## config.mk

```make
export PLATFORM = sky130hd
export DESIGN_NAME = sram_fifo_fwft
export DESIGN_NICKNAME = d
export VERILOG_FILES = /design/src/rtl/sram_fifo_fwft.sv
export SDC_FILE = /design/constraint.sdc
export NUM_CORES = 1
export LEC_CHECK = 0
export CORE_MARGIN = 3
export CORE_UTILIZATION = 60
export DETAILED_ROUTE_END_ITERATION = 10
export PLACE_DENSITY_LB_ADDON = 0.25
export SETUP_SLACK_MARGIN = 0.05
export SYNTH_ARGS = -nofsm -noshare
export SYNTH_HDL_FRONTEND = slang
export SYNTH_SLANG_ARGS = --single-unit
```

## constraint.sdc

```tcl
create_clock -name clk -period 6.6 [get_ports clk]
set_clock_uncertainty 0.2 [all_clocks]
set_input_delay 1.32 -clock clk [delete_from_list [all_inputs] [get_ports clk]]
set_output_delay 1.32 -clock clk [all_outputs]
set_load 0.01 [all_outputs]
```

## src/rtl/sram_fifo_fwft.sv

```systemverilog
// First-word-fall-through FIFO on a 1R1W registered-read array.
// A 2-entry prefetch buffer hides the read latency so streams pass at 1 word/clk.
module sram_fifo_fwft #(
    parameter int DATA_WIDTH = 8,
    parameter int ADDR_WIDTH = 4,
    parameter int DEPTH      = 1 << ADDR_WIDTH,
    parameter int AF_LEVEL   = DEPTH - 2,
    parameter int AE_LEVEL   = 2
) (
    input  logic                  clk,
    input  logic                  rst,
    input  logic                  in_valid,
    output logic                  in_ready,
    input  logic [DATA_WIDTH-1:0] in_data,
    output logic                  out_valid,
    input  logic                  out_ready,
    output logic [DATA_WIDTH-1:0] out_data,
    output logic [ADDR_WIDTH:0]   count,
    output logic                  almost_full,
    output logic                  almost_empty
);

    localparam int CW = ADDR_WIDTH + 1;
    localparam logic [CW-1:0] DEPTH_L = CW'(DEPTH);
    localparam logic [CW-1:0] AF_L    = CW'(AF_LEVEL);
    localparam logic [CW-1:0] AE_L    = CW'(AE_LEVEL);

    logic [DATA_WIDTH-1:0] mem [0:(1<<ADDR_WIDTH)-1];

    logic [ADDR_WIDTH-1:0] wr_ptr_r;
    logic [ADDR_WIDTH-1:0] rd_ptr_r;
    logic [CW-1:0]         mem_cnt_r;
    logic                  rd_busy_r;
    logic [DATA_WIDTH-1:0] rd_data_r;
    logic [1:0]            pf_cnt_r;
    logic [DATA_WIDTH-1:0] pf_sec_r;

    logic                  push_s;
    logic                  pop_s;
    logic                  issue_s;
    logic [1:0]            pf_base_s;
    logic [1:0]            pf_cnt_nxt_s;
    logic [DATA_WIDTH-1:0] head_nxt_s;
    logic [DATA_WIDTH-1:0] sec_nxt_s;
    logic [CW-1:0]         count_nxt_s;
    logic [CW-1:0]         mem_cnt_nxt_s;

    assign push_s = in_valid & in_ready;
    assign pop_s  = out_valid & out_ready;

    // A pop in this cycle frees a prefetch slot, so it may fund a new read now.
    assign issue_s = (mem_cnt_r != {CW{1'b0}}) &&
                     (({1'b0, pf_cnt_r} + {2'b00, rd_busy_r}) < (3'd2 + {2'b00, pop_s}));

    // Next prefetch contents: drop head on pop, then append the landing read word.
    always_comb begin
        pf_base_s    = pf_cnt_r - {1'b0, pop_s};
        pf_cnt_nxt_s = pf_base_s + {1'b0, rd_busy_r};
        head_nxt_s   = out_data;
        sec_nxt_s    = pf_sec_r;
        if (pop_s) begin
            head_nxt_s = pf_sec_r;
        end else begin
            head_nxt_s = out_data;
        end
        if (rd_busy_r) begin
            if (pf_base_s == 2'd0) begin
                head_nxt_s = rd_data_r;
            end else begin
                sec_nxt_s = rd_data_r;
            end
        end else begin
            sec_nxt_s = pf_sec_r;
        end
    end

    // Occupancy bookkeeping for the whole FIFO and for unread array words.
    always_comb begin
        count_nxt_s = count;
        case ({push_s, pop_s})
            2'b10:   count_nxt_s = count + {{(CW-1){1'b0}}, 1'b1};
            2'b01:   count_nxt_s = count - {{(CW-1){1'b0}}, 1'b1};
            default: count_nxt_s = count;
        endcase
        mem_cnt_nxt_s = mem_cnt_r;
        case ({push_s, issue_s})
            2'b10:   mem_cnt_nxt_s = mem_cnt_r + {{(CW-1){1'b0}}, 1'b1};
            2'b01:   mem_cnt_nxt_s = mem_cnt_r - {{(CW-1){1'b0}}, 1'b1};
            default: mem_cnt_nxt_s = mem_cnt_r;
        endcase
    end

    // Array write port and registered read port; contents survive reset.
    always_ff @(posedge clk) begin
        if (push_s) begin
            mem[wr_ptr_r] <= in_data;
        end
        if (issue_s) begin
            rd_data_r <= mem[rd_ptr_r];
        end
    end

    // Control state, prefetch buffer and registered status outputs.
    always_ff @(posedge clk or posedge rst) begin
        if (rst) begin
            wr_ptr_r     <= {ADDR_WIDTH{1'b0}};
            rd_ptr_r     <= {ADDR_WIDTH{1'b0}};
            mem_cnt_r    <= {CW{1'b0}};
            rd_busy_r    <= 1'b0;
            pf_cnt_r     <= 2'd0;
            pf_sec_r     <= {DATA_WIDTH{1'b0}};
            out_data     <= {DATA_WIDTH{1'b0}};
            out_valid    <= 1'b0;
            count        <= {CW{1'b0}};
            in_ready     <= 1'b1;
            almost_full  <= 1'b0;
            almost_empty <= 1'b1;
        end else begin
            if (push_s) begin
                wr_ptr_r <= wr_ptr_r + {{(ADDR_WIDTH-1){1'b0}}, 1'b1};
            end
            if (issue_s) begin
                rd_ptr_r <= rd_ptr_r + {{(ADDR_WIDTH-1){1'b0}}, 1'b1};
            end
            mem_cnt_r    <= mem_cnt_nxt_s;
            rd_busy_r    <= issue_s;
            pf_cnt_r     <= pf_cnt_nxt_s;
            pf_sec_r     <= sec_nxt_s;
            out_data     <= head_nxt_s;
            out_valid    <= (pf_cnt_nxt_s != 2'd0);
            count        <= count_nxt_s;
            in_ready     <= (count_nxt_s < DEPTH_L);
            almost_full  <= (count_nxt_s >= AF_L);
            almost_empty <= (count_nxt_s <= AE_L);
        end
    end

endmodule

```

Yosys cells after proc, flatten, opt, wreduce, memory -nomap -nowiden:

Memories as Yosys holds them, arrays and structs flattened. A register that Yosys moved wholly into a read port is not among the register bits.
Index checks and enable logic that the tools add are counted.

* logic and storage cells: 47
* register bits after elaboration: 41
* input port bits: 12
* memory bits (writable): 128
* memories kept: 1

Memories
* mem: depth 16, width 8, rd ports 1, clocked after Yosys merged registers in 1, write ports 1, RTL line 28 `logic [DATA_WIDTH-1:0] mem [0:(1<<ADDR_WIDTH)-1];`

* $add $sub $neg: 10
* $lt $le $gt $ge: 4
* multiplexer cells: 7
* bitwise gates (word level): 3
* reduce and logical (&&, ||, !) cells: 6
* equality and inequality tests: 4

Operator list (count)
* 8-bit two-way mux: 3
* 5-bit one-hot mux with 2 select lines: 2
* 5-bit by 1-bit adder with 5-bit output, second input constant: 2
* 5-bit by 1-bit subtractor with 5-bit output, second input constant: 2
* 4-bit by 1-bit adder with 4-bit output, second input constant: 2
* 5-bit by 4-bit >= comparator with 1-bit output, second input constant: 1
* 5-bit by 2-bit <= comparator with 1-bit output, second input constant: 1
* 5-bit less-than comparator, second input constant: 1
* 5-bit nonzero test: 1
* 2-bit by 1-bit equality test with 1-bit output, second input constant: 2
* 2-bit equality test, second input constant: 2
* 2-bit nonzero test: 2
* 2-bit by 1-bit adder with 3-bit output: 1
* 2-bit by 1-bit adder with 3-bit output, first input constant: 1
* 3-bit less-than comparator: 1
* 2-bit by 1-bit adder with 2-bit output: 1
* 1-bit AND: 2
* 2-bit zero test: 1
* 1-bit two-way mux: 2
* 2-bit AND reduction: 1
* 2-bit by 1-bit subtractor with 2-bit output: 1
* 1-bit logical AND: 1
* 1-bit NOT: 1

Logic depth before layout (Yosys ltp):

Gate-level depths: netlist of run 1.

* depth after elaboration: 6
* gate-level depth with buffers: 12

Least setup slack after synthesis of run 1:

Ideal clock, no wire load.

* path type: input -> register
* from: input port out_ready
* to: register mem_cnt_r[4]
* path slack: 2.566 ns
* cell stages on the path: 12
* buffers on the path: 1
* arrival time: 3.709 ns
* cell sequence: nand2_1 clkbuf_1 o21ai_0 o21ai_0 nor2_1 ha_1 ha_1 a21o_1 a21oi_1 xor2_1 nor2_1 xor2_1

* longest elaborated chain between the ends: 6
* elaborated cells on any way between the ends: 8
* those cells by class: add/sub (1); order compare (1); eq/ne (2); mux (1); bitwise (1); reduce/logical (2)

RTL lines
* from (decl): RTL line 16 `input logic out_ready,`
* 1-bit AND (*): RTL line 49 `assign pop_s = out_valid & out_ready;`
* 2-bit by 1-bit adder with 3-bit output (*): RTL line 53 `(({1'b0, pf_cnt_r} + {2'b00, rd_busy_r}) < (3'd2 + {2'b00, pop_s}));`
* 3-bit less-than comparator (*): RTL line 53
* 1-bit logical AND (*): RTL line 52 `assign issue_s = (mem_cnt_r != {CW{1'b0}}) &&`
* named net issue_s: RTL line 40 `logic issue_s;`
* 2-bit by 1-bit equality test with 1-bit output or 2-bit equality test (tied branches): RTL line 86 `case ({push_s, issue_s})`
* 5-bit one-hot mux with 2 select lines or 2-bit nonzero test (tied branches)
* to (signal assigned): RTL line 108 `mem_cnt_r <= {CW{1'b0}};`
* to (signal assigned): RTL line 125 `mem_cnt_r <= mem_cnt_nxt_s;`
* to (decl): RTL line 32 `logic [CW-1:0] mem_cnt_r;`

Mark *: on every way through the listed nets, which the timed path passes. The rest lies on a longest branch.
A chain may end at the register's enable or synchronous reset.

Worst setup path after layout of run 1:

* from: input port out_ready
* to: register almost_empty

* longest elaborated chain between the ends: 4
* elaborated cells on any way between the ends: 5
* those cells by class: order compare (1); eq/ne (2); mux (1); bitwise (1)

RTL lines
* 1-bit AND (*): RTL line 49
* 2-bit by 1-bit equality test with 1-bit output or 2-bit equality test (tied branches): RTL line 80 `case ({push_s, pop_s})`
* 5-bit one-hot mux with 2 select lines (*): RTL line 80
* named net count_nxt_s[4]: RTL line 45 `logic [CW-1:0] count_nxt_s;`
* 5-bit by 2-bit <= comparator with 1-bit output (*): RTL line 134 `almost_empty <= (count_nxt_s <= AE_L);`
* to (signal assigned): RTL line 134
* to (decl): RTL line 20 `output logic almost_empty`

Marked as above.

==> key figures, run 1 <==
Detailed routing
  – Vias: 3,563
  – Wire length per cell: 20.89 um
  – Remaining DRCs: 0
  – Pre-antenna DRT Iters: 4
  – DR vias/cell: 6.049
  – Number of routed nets with antenna violations: 0
  – Number of DRC markers in iteration 0: 266
  – DRT Wirelength: 12.31 mm

Cells and area
  – N_diodes: 0
  – Nets: 463
  – Share of layout cells above drive strength 1: 21.97%
  – Syn-to-layout area delta: 14.51%

Clocking
  – Root buffer cell: clkbuf_16
  – Worst-case clock buffer depth: 2
  – CTS resizes: 0
  – CTS tree: done
  – H-tree levels: 4
  – Hold-fix buffers, CTS: 0
  – Worst-path clk slew: 0.06 ns
  – Clock Latency Late Sink: 0.42 ns
  – Clock Sinks: 177
  – Postcts setup bufs: 0
  – Cts bufs inserted: 17

Setup path
  – WP data required: 6.76 ns
  – Setup Crit Path Kind: in2reg
  – Crit path arrival time: 4.07 ns
  – Worst-path fanout max: 13
  – CP endpoint kind: flip-flop
  – CP Launch Type: input pin

GRT
  – Antenna violations before repair: 1
  – Grt total ovfl: 0
  – Largest net degree at the start of global routing: 42
  – Overall Global Routing Usage: 20.64%
  – First-pass GRT wire length: 20.15 mm
  – Vias in the first global route: 3,717

Run
  – Max Cap Viol: 0

Placement
  – Count of input and output buffers: 28
  – Final HPWL DP: 8.129 mm
  – GPL Wtd Cong: 0.7872

Yosys
  – Synth Net Count: 428
  – Ys async rst share: 23.16%
  – Post-synthesis cell type count: 44
  – Synthesized area per cell: 18.17 um2
  – Synthesized cell area: 0.007251 mm2
  – Sequential area share after synthesis: 70.51%
  – Number of flops mapped to enable cells by yosys: 136
  – Primary FF master, synth: edfxtp_1
  – Yosys reg bits: 177
  – Ys Warns: 0
  – Mapped Cells: 399

Status
  – Status: complete, no violations

Die
  – Horiz. Die Dim: 115.9 um
  – Rows: 39
  – Die height: 115.9 um
  – Die area: 0.01344 mm2
  – CORE AREA: 0.01161 mm2
  – Starting Density: 62.43%
  – Ports: 29

Timing
  – Setup TNS: 0 ns
  – Worst slew pin tran: 0.8620 ns
  – Max Slew Vio Count: 0
  – Final hold viol count: 0
  – RSZ-0062 raised after global routing: false
  – Hold WS: 0.2891 ns
  – Worst slew margin: 42.53%
  – Final setup viols: 0
  – Achievable frequency: 255.8 MHz
  – Tcrit/Tclk final: 59.24%
  – Min Tclk post-route: 3.910 ns

Pwr
  – Cell Pwr Density: 489.9 mW/mm2
  – Pwr Total: 4068 uW
  – Lkg Pwr: 0.002941 uW
  – Worst vdd ir: 0.0002681 V

Worst hold path
  – HP Class: reg2reg
-- per-layer routing --
metal  routed length [um]  GRT usage (%)
met2                 6291          33.53
met1                 5318          27.30
met5                   13              0
met4                  219          7.425
met3                  462          5.587
-- critical path, cell delays in order --
cell	delay [ns]
clkdlybuf4s50_1	0.46
nand2_1	0.21
inv_2	0.31
nand2_8	0.11
xnor2_1	0.14
ha_1	0.21
or2_0	0.22
a31oi_1	0.21
a311oi_2	0.09
a21boi_2	0.18
or3_4	0.37
inv_2	0.07
and4_1	0.16
-- logic make-up (layout without fill, tap and decap cells) --
family                   Yosys count  in the layout  synth area share [%]
flip-flops                       177            177                 70.51
AND/OR/NAND/NOR                   80             80                 5.884
multiplexers                      53             53                 14.41
buffers and inverters             28             75                 1.691
AO/OA/AOI/OAI                     27             27                 2.416
adder cells (fa/ha/maj)           17             17                 3.037
XOR/XNOR                          17             17                 2.053
-- cell type report --
| type | count | area (um2) |
|---|---|---|
| timing repair buffer | 31 | 302.8 |
| inverter | 13 | 53.80 |
| fill | 712 | 3311 |
| clock inverter | 14 | 211.5 |
| clock buffer | 17 | 425.4 |
| tap | 143 | 178.9 |
| sequential | 177 | 5115 |
| multi-input combinational | 194 | 2016 |
-- registers in the layout, summed over array words and instances (netlist names) --
name          count
count             5
in_ready          1
pf_cnt_r          2
mem_cnt_r         5
almost_empty      1
rd_ptr_r          4
wr_ptr_r          4
rd_busy_r         1
almost_full       1
mem             128
out_valid         1
pf_sec_r          8
rd_data_r         8
out_data          8
-- worst paths after layout --
| check | startpoint | end | slack, ns | depth (start not counted) |
|---|---|---|---|---|
| setup reg to reg | mem_cnt_r[0] | mem_cnt_r[4] | 3.38 | 11 |
| max in group asynchronous | rst | rd_ptr_r[0] | 4.68 | 3 |
| hold / removal | mem_cnt_r[4] | mem_cnt_r[4] | 0.29 | 1 |
| hold reg to reg | mem_cnt_r[4] | mem_cnt_r[4] | 0.29 | 1 |
| min in group asynchronous | rst | count[1] | 1.14 | 3 |
| setup / recovery | out_ready | almost_empty | 2.69 | 13 |
-- layout by cell type (no fill, tap or decap), types with 3 or more instances in the layout --
cell type	n
a21oi_1	4
inv_1	10
nand3_1	6
and3_1	4
bufinv_16	5
nand2_1	26
buf_4	3
xor2_1	4
inv_6	3
clkdlybuf4s50_1	28
clkinvlp_4	3
a31oi_1	9
mux4_2	40
o21ai_0	7
ha_1	16
dfrtp_1	37
xnor2_1	13
mux2_2	11
nand3b_1	3
and2_1	13
nor2_1	14
clkbuf_16	17
edfxtp_1	136
-- through the flow --
step	area, um2	utilization, %	setup slack (ns)	std cells
floorplan	7251	-	2.566	399
global placement	7666	66.01	2.389	558
detailed placement	7666	66.01	2.232	558
CTS	8303	71.49	2.666	589
global route	8303	71.49	2.389	589
finish	8303	71.49	2.690	589
-- report_power, final --
| group | total (uW) | internal [uW] | leakage [uW] | switching, uW |
|---|---|---|---|---|
| clock network | 1070 | 669 | 0.000301 | 402 |
| logic | 1340 | 708 | 0.000933 | 634 |
| registers | 1650 | 1450 | 0.00171 | 205 |
| total | 4070 | 2830 | 0.00294 | 1240 |
-- synthesized netlist by cell type (3+ instances only) --
library cell / n / area (um2)
edfxtp_1: 136 / 4084
mux4_2: 40 / 900.9
dfrtp_1: 39 / 975.9
nand2_1: 26 / 97.59
ha_1: 16 / 200.2
nor2_1: 14 / 52.55
and2_1: 13 / 81.33
xnor2_1: 13 / 113.9
mux2_2: 11 / 123.9
inv_1: 10 / 37.54
a31oi_1: 9 / 56.30
o21ai_0: 7 / 35.03
clkbuf_1: 6 / 22.52
nand3_1: 6 / 30.03
buf_1: 5 / 18.77
a21oi_1: 4 / 20.02
and3_1: 4 / 25.02
xor2_1: 4 / 35.03
buf_4: 3 / 22.52
nand3b_1: 3 / 22.52
Power figures use the tool's default switching activity.
==> inputs of run 2 (changes only) <==
- clock period: 6.6 -> 3.97 ns (I/O delays scaled with it)
==> key figures, run 2 (same netlist as run 1, synthesis figures left out) <==
Cells and area
  – Commonest cells after routing, fill and taps aside: edfxtp_1, mux4_2, dfrtp_1, clkdlybuf4s50_1, nand2_1
  – FF/Latch Area: 0.005114 mm2
  – Syn-to-layout area delta: 14.29%
  – Max reg flops: 128
  – Share of layout cells above drive strength 1: 22.84%
  – Area of the multi-input gates: 0.002016 mm2
  – Filler instances: 726
  – Register with the most flip-flops: mem
  – Fin cells: 594
  – Design Area, Final: 0.008287 mm2
  – Most common cell after layout, fill and taps aside: edfxtp_1
  – Nets: 468
  – N_diodes: 0
  – Layout Utilization: 71.35%

Pwr
  – Pwr Total: 6657 uW
  – Sequential share of power: 41.3%
  – Worst vdd ir: 0.0004868 V
  – Switching power: 2109 uW
  – Internal power: 4548 uW
  – Clk pwr share: 24.8%
  – Lkg Pwr: 0.002952 uW
  – Comb power frac: 33.9%
  – Cell Pwr Density: 803.3 mW/mm2
  – Sw Share: 31.68%

Clocking
  – Worst-path clk slew: 0.07 ns
  – Cts bufs inserted: 17
  – H-tree levels: 4
  – Hold-fix buffers, CTS: 0
  – Clock Latency Late Sink: 0.44 ns
  – CTS resizes: 0
  – CTS tree: done
  – Clock Sinks: 177
  – Worst-case clock buffer depth: 2
  – Root buffer cell: clkbuf_16
  – Postcts setup bufs: 0

Timing
  – Setup TNS: 0 ns
  – RSZ-0062 raised after global routing: false
  – Final hold viol count: 0
  – Achievable frequency: 315.8 MHz
  – Worst slew margin: 38.21%
  – Tcrit/Tclk final: 79.76%
  – Min Tclk post-route: 3.166 ns
  – Worst slew pin tran: 0.9268 ns
  – Final setup viols: 0
  – Max Slew Vio Count: 0

GRT
  – Grt total ovfl: 0
  – Overall Global Routing Usage: 22.04%
  – First-pass GRT wire length: 21.05 mm
  – Vias in the first global route: 3,791
  – Largest net degree at the start of global routing: 22
  – Antenna violations before repair: 0

Worst hold path
  – HP Class: reg2reg

Die
  – CORE AREA: 0.01161 mm2
  – Starting Density: 62.43%
  – Ports: 29
  – Rows: 39
  – Horiz. Die Dim: 115.9 um
  – Die area: 0.01344 mm2
  – Die height: 115.9 um

Placement
  – GPL Wtd Cong: 0.8434
  – Final HPWL DP: 8.533 mm
  – # placed instances: 563
  – Area post-placement: 0.007702 mm2
  – Count of input and output buffers: 28

Detailed routing
  – Pre-antenna DRT Iters: 5
  – DR vias/cell: 6.125
  – Number of routed nets with antenna violations: 0
  – DRT Wirelength: 13.15 mm
  – Vias: 3,638
  – Wire length per cell: 22.14 um
  – Number of DRC markers in iteration 0: 306
  – Remaining DRCs: 0

Setup path
  – Setup Crit Path Kind: in2reg
  – Worst R2R End: mem_cnt_r[4]
  – Worst-path fanout max: 13
  – CP endpoint kind: flip-flop
  – R2R cell count: 10
  – Crit path arrival time: 3.34 ns
  – Crit path from: out_ready
  – FF-to-FF Start: mem_cnt_r[0]
  – CP endpoint: almost_empty
  – WP data required: 4.15 ns
  – R2r setup slk: 1.02 ns
  – CP Launch Type: input pin

Status
  – Status: complete, no violations

Run
  – Max Cap Viol: 0
==> run 2: changes by cell type in the layout (fill, tap and decap cells not counted), moves of 2 or more <==
cell / before / now
clkinvlp_4: 3 / 1
clkinv_4: 1 / 3
inv_8: 0 / 3
clkinv_1: 2 / 0
bufinv_16: 5 / 2
buf_4: 3 / 8
==> run 2: how the worst min path moves through the flow <==
stage            startpoint           end  slack, ns  cells after the start
3_5_place_dp   mem_cnt_r[4]  mem_cnt_r[4]       0.25                      1
2_1_floorplan  mem_cnt_r[4]  mem_cnt_r[4]       0.23                      1
6_report       mem_cnt_r[4]  mem_cnt_r[4]       0.28                      1
5_1_grt        mem_cnt_r[4]  mem_cnt_r[4]       0.28                      1
3_3_place_gp   mem_cnt_r[4]  mem_cnt_r[4]       0.26                      1
4_1_cts        mem_cnt_r[4]  mem_cnt_r[4]       0.27                      1
==> run 2: per-stage QoR <==
stage	hold slack, ns	worst slack (ns)
detailed placement	0.2486	0.3662
global placement	0.2565	0.4542
floorplan	0.2333	0.4617
global route	0.2827	0.6559
CTS	0.2672	0.8093
finish	0.2797	0.8036
==> run 2: worst max-delay path, stage by stage <==
cell and delay (ns):
clkdlybuf4s50_1 0.46, nand2_1 0.07, inv_2 0.25, nand2_8 0.11, xnor2_1 0.15, ha_1 0.21, or2_0 0.21, a31oi_1 0.20
a311oi_2 0.07, a21boi_2 0.18, or3_4 0.37, inv_2 0.08, and4_1 0.18
==> run 2: metal layers <==
layer  up-vias  track usage [%]  part of all wire (%)
li1       1624                -                     -
met1      1883            29.64                    42
met2       106            34.60                    51
met3        25            6.423                   5.4
met4         0            8.662                   1.9
met5         -                0                     0
==> run 2: power groups by stage <==
stage	registers, uW	clock network [uW]	logic [uW]
finish	2750	1650	2260
global route	2800	1760	2490
CTS	2750	1680	2280
detailed placement	2780	0	2250
global placement	2760	0	2180
floorplan	2640	0	1720
==> run 2: area by class of cell <==
type	instances	area share, %
Inverter	13	0.6493
Clock buffer	18	5.179
Sequential cell	177	61.71
Timing Repair Buffer	36	4.107
Multi-Input combinational cell	194	24.32
Tap cell	143	2.159
Clock inverter	13	1.872
